[src/rtl/round_countdown_timer.sv]
// round_countdown_timer
//   Per-round countdown for the Mental Math Binary Game. Counts the round time
//   down in BCD, one step per tick_1s pulse, gates the upstream one-second
//   timer through timer_enable, flags the final seconds and signals timeout.
//
// Parameters
//   START_SECONDS  round length in seconds (1..99)
//   WARN_SECONDS   warn is high while 1 <= remaining <= WARN_SECONDS (0..START_SECONDS)
//
// Ports
//   clk           in   system clock
//   rst           in   synchronous active-low reset
//   start         in   pulse: load START_SECONDS and run (also restarts)
//   stop          in   pulse: freeze the count (player answered)
//   pause         in   level: hold the count while high
//   tick_1s       in   pulse from the one-second timer
//   timer_enable  out  high while the next state is RUNNING
//   secs_tens     out  BCD tens digit of remaining seconds
//   secs_ones     out  BCD ones digit of remaining seconds
//   running       out  high in RUNNING or PAUSED
//   warn          out  low-time indicator
//   time_up       out  one-cycle pulse when the count reaches 00
//   expired       out  high in EXPIRED until start or reset
//   state_dbg     out  current FSM state, for observation only
//
// Handshake: start, stop and tick_1s are single-cycle strobes acted on at the
// rising edge where they are sampled high; there is no back-pressure, so an
// input that is not accepted in the current state is simply dropped.
module round_countdown_timer #(
  parameter int START_SECONDS = 30,
  parameter int WARN_SECONDS  = 5
) (
  input  logic       clk,
  input  logic       rst,
  input  logic       start,
  input  logic       stop,
  input  logic       pause,
  input  logic       tick_1s,
  output logic       timer_enable,
  output logic [3:0] secs_tens,
  output logic [3:0] secs_ones,
  output logic       running,
  output logic       warn,
  output logic       time_up,
  output logic       expired,
  output logic [2:0] state_dbg
);

  localparam logic [2:0] S_IDLE    = 3'd0;
  localparam logic [2:0] S_RUNNING = 3'd1;
  localparam logic [2:0] S_PAUSED  = 3'd2;
  localparam logic [2:0] S_HALTED  = 3'd3;
  localparam logic [2:0] S_EXPIRED = 3'd4;

  localparam logic [3:0] START_TENS = 4'(START_SECONDS / 10);
  localparam logic [3:0] START_ONES = 4'(START_SECONDS % 10);
  localparam logic [6:0] WARN_LIM   = 7'(WARN_SECONDS);

  logic [2:0] state;
  logic [2:0] state_nx;
  logic [3:0] tens_nx;
  logic [3:0] ones_nx;
  logic       terminal;
  logic [6:0] count_nx;
  logic       active_nx;
  logic       warn_nx;

  assign state_dbg = state;

  always_comb begin
    state_nx = state;
    tens_nx  = secs_tens;
    ones_nx  = secs_ones;
    terminal = 1'b0;
    case (state)
      S_RUNNING: begin
        if (start) begin
          tens_nx = START_TENS;
          ones_nx = START_ONES;
        end else if (stop) begin
          state_nx = S_HALTED;
        end else if (pause) begin
          // A tick coincident with entering pause is intentionally dropped.
          state_nx = S_PAUSED;
        end else if (tick_1s) begin
          if (secs_ones != 4'd0) begin
            ones_nx = secs_ones - 4'd1;
          end else begin
            ones_nx = 4'd9;
            tens_nx = secs_tens - 4'd1;
          end
          if (secs_tens == 4'd0 && secs_ones == 4'd1) begin
            state_nx = S_EXPIRED;
            terminal = 1'b1;
          end
        end
      end
      S_PAUSED: begin
        if (start) begin
          state_nx = S_RUNNING;
          tens_nx  = START_TENS;
          ones_nx  = START_ONES;
        end else if (stop) begin
          state_nx = S_HALTED;
        end else if (!pause) begin
          state_nx = S_RUNNING;
        end
      end
      S_IDLE, S_HALTED, S_EXPIRED: begin
        if (start) begin
          state_nx = S_RUNNING;
          tens_nx  = START_TENS;
          ones_nx  = START_ONES;
        end
      end
      default: begin
        state_nx = S_IDLE;
      end
    endcase
  end

  // warn is derived from the next-state count so it lines up with the digits.
  assign count_nx  = ({3'd0, tens_nx} * 7'd10) + {3'd0, ones_nx};
  assign active_nx = (state_nx == S_RUNNING) || (state_nx == S_PAUSED);
  assign warn_nx   = active_nx && (count_nx != 7'd0) && (count_nx <= WARN_LIM);

  always_ff @(posedge clk) begin
    if (!rst) begin
      state        <= S_IDLE;
      secs_tens    <= START_TENS;
      secs_ones    <= START_ONES;
      timer_enable <= 1'b0;
      running      <= 1'b0;
      warn         <= 1'b0;
      time_up      <= 1'b0;
      expired      <= 1'b0;
    end else begin
      state        <= state_nx;
      secs_tens    <= tens_nx;
      secs_ones    <= ones_nx;
      timer_enable <= (state_nx == S_RUNNING);
      running      <= active_nx;
      warn         <= warn_nx;
      time_up      <= terminal;
      expired      <= (state_nx == S_EXPIRED);
    end
  end

endmodule

[config.mk]
export PLATFORM = sky130hd
export DESIGN_NAME = round_countdown_timer
export DESIGN_NICKNAME = d
export VERILOG_FILES = /design/src/rtl/round_countdown_timer.sv
export SDC_FILE = /design/constraint.sdc
export NUM_CORES = 1
export LEC_CHECK = 0
export ABC_AREA = 0
export CAP_MARGIN = 5
export CORE_MARGIN = 2
export CORE_UTILIZATION = 40
export CTS_CLUSTER_DIAMETER = 120
export DETAILED_ROUTE_END_ITERATION = 8
export PLACE_DENSITY_LB_ADDON = 0.25
export RECOVER_POWER = 50
export SLEW_MARGIN = 20
export SYNTH_ARGS = -nofsm -noshare
export SYNTH_HDL_FRONTEND = slang
export SYNTH_SLANG_ARGS = --single-unit
[constraint.sdc]
create_clock -name clk -period 5.7 [get_ports clk]
set_clock_uncertainty 0.1 [all_clocks]
set_input_delay 1.14 -clock clk [delete_from_list [all_inputs] [get_ports clk]]
set_output_delay 1.14 -clock clk [all_outputs]
set_load 0.05 [all_outputs]
==> reports/qor.csv, run 1 <==
metric,value,unit
initial core utilization,42.8,%
"Critical Path, Cell by Cell",clkdlybuf4s50_1 -> nor3b_2 -> and3_2 -> nand2_1 -> a22oi_1 -> inv_1 -> ha_1 -> ha_1 -> inv_1 -> fa_1 -> nand2b_1 -> a21oi_1 -> a21oi_1 -> or4_4 -> nor4_2,
endpoints failing hold,0,
R2R cell count,16,
detailed placement HPWL,2.19,mm
crit path to,warn$_SDFF_PN0_,
"Reg clk slew, reported paths",0.09,ns
CTS Buffer Depth,2,
hold_ws,0.566,ns
IO Port Bufs,21,
clock latency reported for the late side of the worst-skew pair,0.29,ns
setup ws final,0.872,ns
failing checks,DRC,
post-DR vias/cell,5.63,
worst hold-check path type,register to register,
Pleak,0.581,nW
routed via count,1086,
clock sink total,16,
drc violations,1,
final antenna-violating net count,0,
"Cell Area, Synth",1200,um^2
initial antenna violation count,0,
final core occ,51.7,%
Die Y-Extent,58.8,um
status,finished with violations,
number of flops mapped to enable cells by yosys,0,
nets,180,
Wirelength per Cell,13.9,um
htree depth,1,
Worst path depth,15,
overall power,250,uW
ys async rst share,0,%
CTS Hold Buffers Added,0,
"Distinct cells, synth",47,
WS Path Type,input port to register,
fmax,207,MHz
"non-filler cells, final",193,
Pwr Density,172,nW/um^2
most frequent cell after synthesis,dfxtp_1,
slowest CP cell,clkdlybuf4s50_1,
top area cells in the synthesized netlist,"dfxtp_1, ha_1, a21oi_1, o21ai_0, inv_1",
commonest cells in the synthesized netlist,"dfxtp_1, inv_1, a21oi_1",
CP top delay family,simple AND/OR/NAND/NOR gates,
row cnt,19,
fraction of layout cells with a size suffix above 1,10.5,%
IO Count,22,
setup bufs post-CTS,0,
worst flop-to-flop path startpoint,secs_ones[0]$_SDFF_PN0_,
vias in the first global route,1039,
cell accounting for the most synthesized area,dfxtp_1,
DRT Wirelength,2.68,mm
CTS Buf Count,3,
DRT Pass-1 Iters,7,
placed cell count,189,
routability cong.,0.849,
First DRT Iteration DRCs,56,
die width,58.8,um
r2r setup slk,1.78,ns
Resized cells post-CTS,0,
wire length of the first global-routing pass,4.46,mm
Post-Syn Instances,143,
Startpoint Class,input port,
TritonCTS clock tree,yes,
diode count,0,
total grt overflow,0,
critical path capture point type,register,
final setup vio count,0,
critical path required time,5.81,ns
worst vdd ir,127,uV
setup TNS after final layout,0,ns
CP startpoint,pause,
post-synthesis register bit count,16,
RSZ-0062 raised after global routing,false,
Pins Over Slew Limit,0,
post-synthesis sequential area ratio,26.7,%
Slew @ Worst Pin,0.511,ns
core area,2810,um^2
Yosys warnings,0,
Max stage delay on crit path,0.53,ns
Area after DPL,1410,um^2
CP arrival,4.94,ns
min cycle time layout,4.83,ns
Fill cells,265,
die area,3460,um^2
area share of the largest cell type after synthesis,26.7,%
Layout area overhead,20.7,%
RR Endpoint,warn$_SDFF_PN0_,
post-synthesis net count,160,
Crit Path Max Fanout,7,
GRT Total Usage,17.1,%
Worst Path Buf+Inv,3,
top_reg_cell synth,dfxtp_1,
syn avg cell area,8.40,um^2
max-cap viol count,0,
period utilisation layout,84.7,%
largest net degree at the start of global routing,13,
pre-CTS setup slack,0.552,ns
Root Driver,clkbuf_4,
"Design Area, Final",1450,um^2
Slew headroom,65.8,%
-- final cells by class --
type	count	area [um^2]	share of cell area, %
tap	31	38.8	2.67
sequential	16	320	22.1
inverter	12	45.0	3.11
multi-input combinational	109	800	55.1
clock buffer	4	36.3	2.50
timing repair buffer	21	210	14.5
-- layer usage --
metal	vias to the layer above	wire length, um	track usage (%)
met5	-	0	0
met4	0	110	13.0
met3	9	96	0.879
met2	23	1260	27.8
met1	509	1210	21.2
li1	545	-	-
-- logic make-up after synthesis --
family | count (synthesis) | share of synthesized area, %
AO/OA/AOI/OAI | 41 | 22.1
XOR/XNOR | 4 | 2.92
adder cells (fa/ha/maj) | 11 | 12.7
buffers and inverters | 18 | 6.77
flip-flops | 16 | 26.7
AND/OR/NAND/NOR | 53 | 28.9
-- power by group --
part           switching (mW)  internal, mW
clock                  0.0348        0.0390
sequential            0.00422         0.115
combinational          0.0349        0.0216
-- worst min-delay path: cells and delay by family, from the launching register on --
family           cells  cell delay [ns]
and+or+nand+nor      2             0.20
DFF                  1             0.42
-- flip-flops by register name, summed over array words and instances (netlist names) --
| name | count |
|---|---|
| expired | 1 |
| running | 1 |
| secs_ones | 4 |
| secs_tens | 4 |
| state_dbg | 3 |
| time_up | 1 |
| timer_enable | 1 |
| warn | 1 |
-- cell usage in the layout (no fill, tap or decap), drive strengths merged, types with 3 or more instances in the layout --
| cell | instances |
|---|---|
| dfxtp | 16 |
| dlygate4sd3 | 13 |
| inv | 12 |
| nor2 | 12 |
| a21oi | 10 |
| o21ai | 9 |
| ha | 9 |
| clkdlybuf4s50 | 8 |
| nand2 | 7 |
| and2 | 6 |
| o21a | 5 |
| nand2b | 5 |
| nor2b | 4 |
| clkbuf | 4 |
| nor4 | 4 |
| xnor2 | 3 |
-- worst min path at each step --
stage,start,to,slack [ns],cells after the start
floorplan,secs_ones[0]$_SDFF_PN0_,secs_ones[0]$_SDFF_PN0_,0.74,2
global placement,state_dbg[0]$_SDFF_PN0_,time_up$_SDFF_PP0_,0.53,2
detailed placement,state_dbg[0]$_SDFF_PN0_,time_up$_SDFF_PP0_,0.55,2
CTS,state_dbg[0]$_SDFF_PN0_,time_up$_SDFF_PP0_,0.56,2
global route,state_dbg[0]$_SDFF_PN0_,time_up$_SDFF_PP0_,0.60,2
finish,state_dbg[0]$_SDFF_PN0_,time_up$_SDFF_PP0_,0.57,2
(Power assumes the default switching activity.)
==> inputs of run 2 (changes only) <==
clock period = 4.4 ns   (was 5.7 ns; I/O delays follow)
==> run 2 against run 1 <==
  * The run still ends with DRC left
  * Sequential power rose by 29%
  * Sequential share of layout area fell by 1.1 points
  * Largest power group unchanged
  * Critical endpoint unchanged
  * Total power rose by 30%
==> reports/qor.csv, run 2 (synthesized netlist as in run 1, its figures left out) <==
metric,value,unit,change
status,finished with violations,,
failing checks,DRC,,
Slew @ Worst Pin,0.580,ns,+0.0693 ns
worst flop-to-flop path startpoint,state_dbg[0]$_SDFF_PN0_,,
RR Endpoint,warn$_SDFF_PN0_,,
R2R cell count,13,,-3
DRT Pass-1 Iters,6,,-1
wire length of the first global-routing pass,4.75,mm,+6.7%
row cnt,19,,unchanged
diode count,0,,unchanged
final setup vio count,0,,unchanged
CP arrival,4.33,ns,-0.61 ns
routability cong.,0.821,,-3.3%
worst vdd ir,129,uV,+1.1%
Pins Over Slew Limit,0,,unchanged
setup bufs post-CTS,0,,unchanged
hold wc startpoint,state_dbg[0]$_SDFF_PN0_,,
Pleak,0.608,nW,+4.6%
Die Y-Extent,58.8,um,unchanged
First DRT Iteration DRCs,36,,-36%
die width,58.8,um,unchanged
critical path capture point type,register,,
core area,2810,um^2,unchanged
CTS Buf Count,3,,unchanged
die area,3460,um^2,unchanged
most frequent cells in the layout,"dfxtp_1, clkdlybuf4s50_1, inv_1, a21oi_1, buf_4",,
vias in the first global route,1078,,+3.8%
Layout area overhead,27.0,%,
Pwr Density,213,nW/um^2,+24%
min cycle time layout,4.24,ns,
endpoints failing hold,0,,unchanged
max-cap viol count,0,,unchanged
Sw Pwr,92.7,uW,+25%
GRT Total Usage,17.9,%,+0.83 points
total grt overflow,0,,unchanged
cell-internal power,232,uW,+32%
Root Driver,clkbuf_4,,
clock sink total,16,,unchanged
period utilisation layout,96.4,%,
Crit Path Max Fanout,7,,unchanged
drc violations,1,,unchanged
critical path required time,4.48,ns,-1.33 ns
nets,191,,+6.1%
fmax,236,MHz,
Fill cells,282,,+6.4%
"most common cell after layout, fill and taps aside",dfxtp_1,,
hold_ws,0.530,ns,-0.0363 ns
pre-CTS setup slack,-0.133,ns,-0.685 ns
"non-filler cells, final",204,,+5.7%
RSZ-0062 raised after global routing,false,,
initial core utilization,42.8,%,unchanged
WHS Endpoint,time_up$_SDFF_PP0_,,
fraction of layout cells with a size suffix above 1,15.6,%,+5.1 points
setup ws final,0.159,ns,-0.713 ns
routed via count,1096,,+0.92%
largest net degree at the start of global routing,12,,-1
worst hold-check path type,register to register,,
share of power burned in the clock network,28.1,%,-1.4 points
sequential power share,47.6,%,-0.2 points
placed cell count,200,,+5.8%
Slew headroom,61.0,%,-4.9 points
initial antenna violation count,0,,unchanged
Wirelength per Cell,13.5,um,-2.6%
IO Port Bufs,21,,unchanged
post-DR vias/cell,5.37,,-4.5%
WS Path Type,input port to register,,
Startpoint Class,input port,,
detailed placement HPWL,2.31,mm,+5.1%
IO Count,22,,unchanged
clock latency reported for the late side of the worst-skew pair,0.27,ns,-0.02 ns
CTS Buffer Depth,2,,unchanged
Hold Path Depth,2,,unchanged
DRT Wirelength,2.76,mm,+2.9%
r2r setup slk,0.59,ns,-1.19 ns
TritonCTS clock tree,yes,,
"Reg clk slew, reported paths",0.08,ns,about the same
htree depth,1,,unchanged
switching share of power,28.6,%,-1.0 points
combinational share of power,24.3,%,+1.7 points
final antenna-violating net count,0,,unchanged
## run 2: cell types whose count changed in the layout (fill, tap and decap cells not counted), sizes merged
cell | before | now
dlygate4sd3 | 13 | 6
buf | 0 | 10
clkbuf | 4 | 5
clkdlybuf4s50 | 8 | 15
## run 2: how the worst max path moves through the flow
stage / start / endpoint / slack (ns) / depth (start not counted)
after floorplan: pause / warn$_SDFF_PN0_ / 0.38 / 15
after global placement: stop / warn$_SDFF_PN0_ / 0.02 / 15
after detailed placement: pause / warn$_SDFF_PN0_ / -0.13 / 15
after CTS: pause / warn$_SDFF_PN0_ / 0.15 / 15
after global routing: pause / warn$_SDFF_PN0_ / 0.02 / 15
final: pause / warn$_SDFF_PN0_ / 0.16 / 15
## run 2: area by class of cell
cell class	instances	area (um^2)	share of cell area (%)
inverters	12	45.0	2.95
well taps	31	38.8	2.54
repair buffers	32	289	18.9
multi-input cells	109	796	52.2
clock buffers	4	36.3	2.38
flip-flops and latches	16	320	21.0
## run 2: power groups by stage
stage	Combinational, mW	Sequential (mW)	Clock (mW)
2_1_floorplan	0.0403	0.171	0
3_3_place_gp	0.0780	0.158	0
3_5_place_dp	0.0796	0.158	0
4_1_cts	0.0800	0.155	0.0965
5_1_grt	0.0862	0.156	0.102
6_report	0.0789	0.154	0.0912
## run 2: metal layers
metal / wire length (um) / track usage (%) / share of wire, %
met3: 65 / 1.32 / 2.4
met1: 1280 / 23.0 / 46
met2: 1360 / 30.0 / 49
met5: 0 / 0 / 0
met4: 55 / 9.42 / 2.0
## run 2: repair_timing
item | CTS | global route
gates resized for setup | 0 | 1
hold endpoints to repair | 0 | 0
hold buffers | 0 | 0
endpoints found under the setup margin | 0 | 1
## run 2: stage by stage
stage               instance area [um^2]  utilization [%]  setup TNS [ns]  power [mW]
floorplan                           1200                -               0       0.211
global placement                    1500             53.3               0       0.236
detailed placement                  1500             53.3          -0.133       0.238
CTS                                 1530             54.6               0       0.331
global route                        1530             54.4               0       0.344
finish                              1530             54.4               0       0.325
## run 2: critical path, stage by stage
cell             delay (ns)
clkdlybuf4s50_1        0.44
nor3b_2                0.21
and3_2                 0.27
nand2_1                0.08
a22oi_1                0.24
inv_1                  0.10
ha_1                   0.30
ha_1                   0.20
inv_1                  0.07
fa_1                   0.43
nand2b_1               0.18
a21oi_1                0.12
a21oi_1                0.06
or4_4                  0.48
nor4_2                 0.27
==> inputs of run 3 (changes only) <==
ABC_AREA = unset   (was 0)
==> results of run 3 <==
The final DEF is identical to that of run 2; final timing and power are the same.
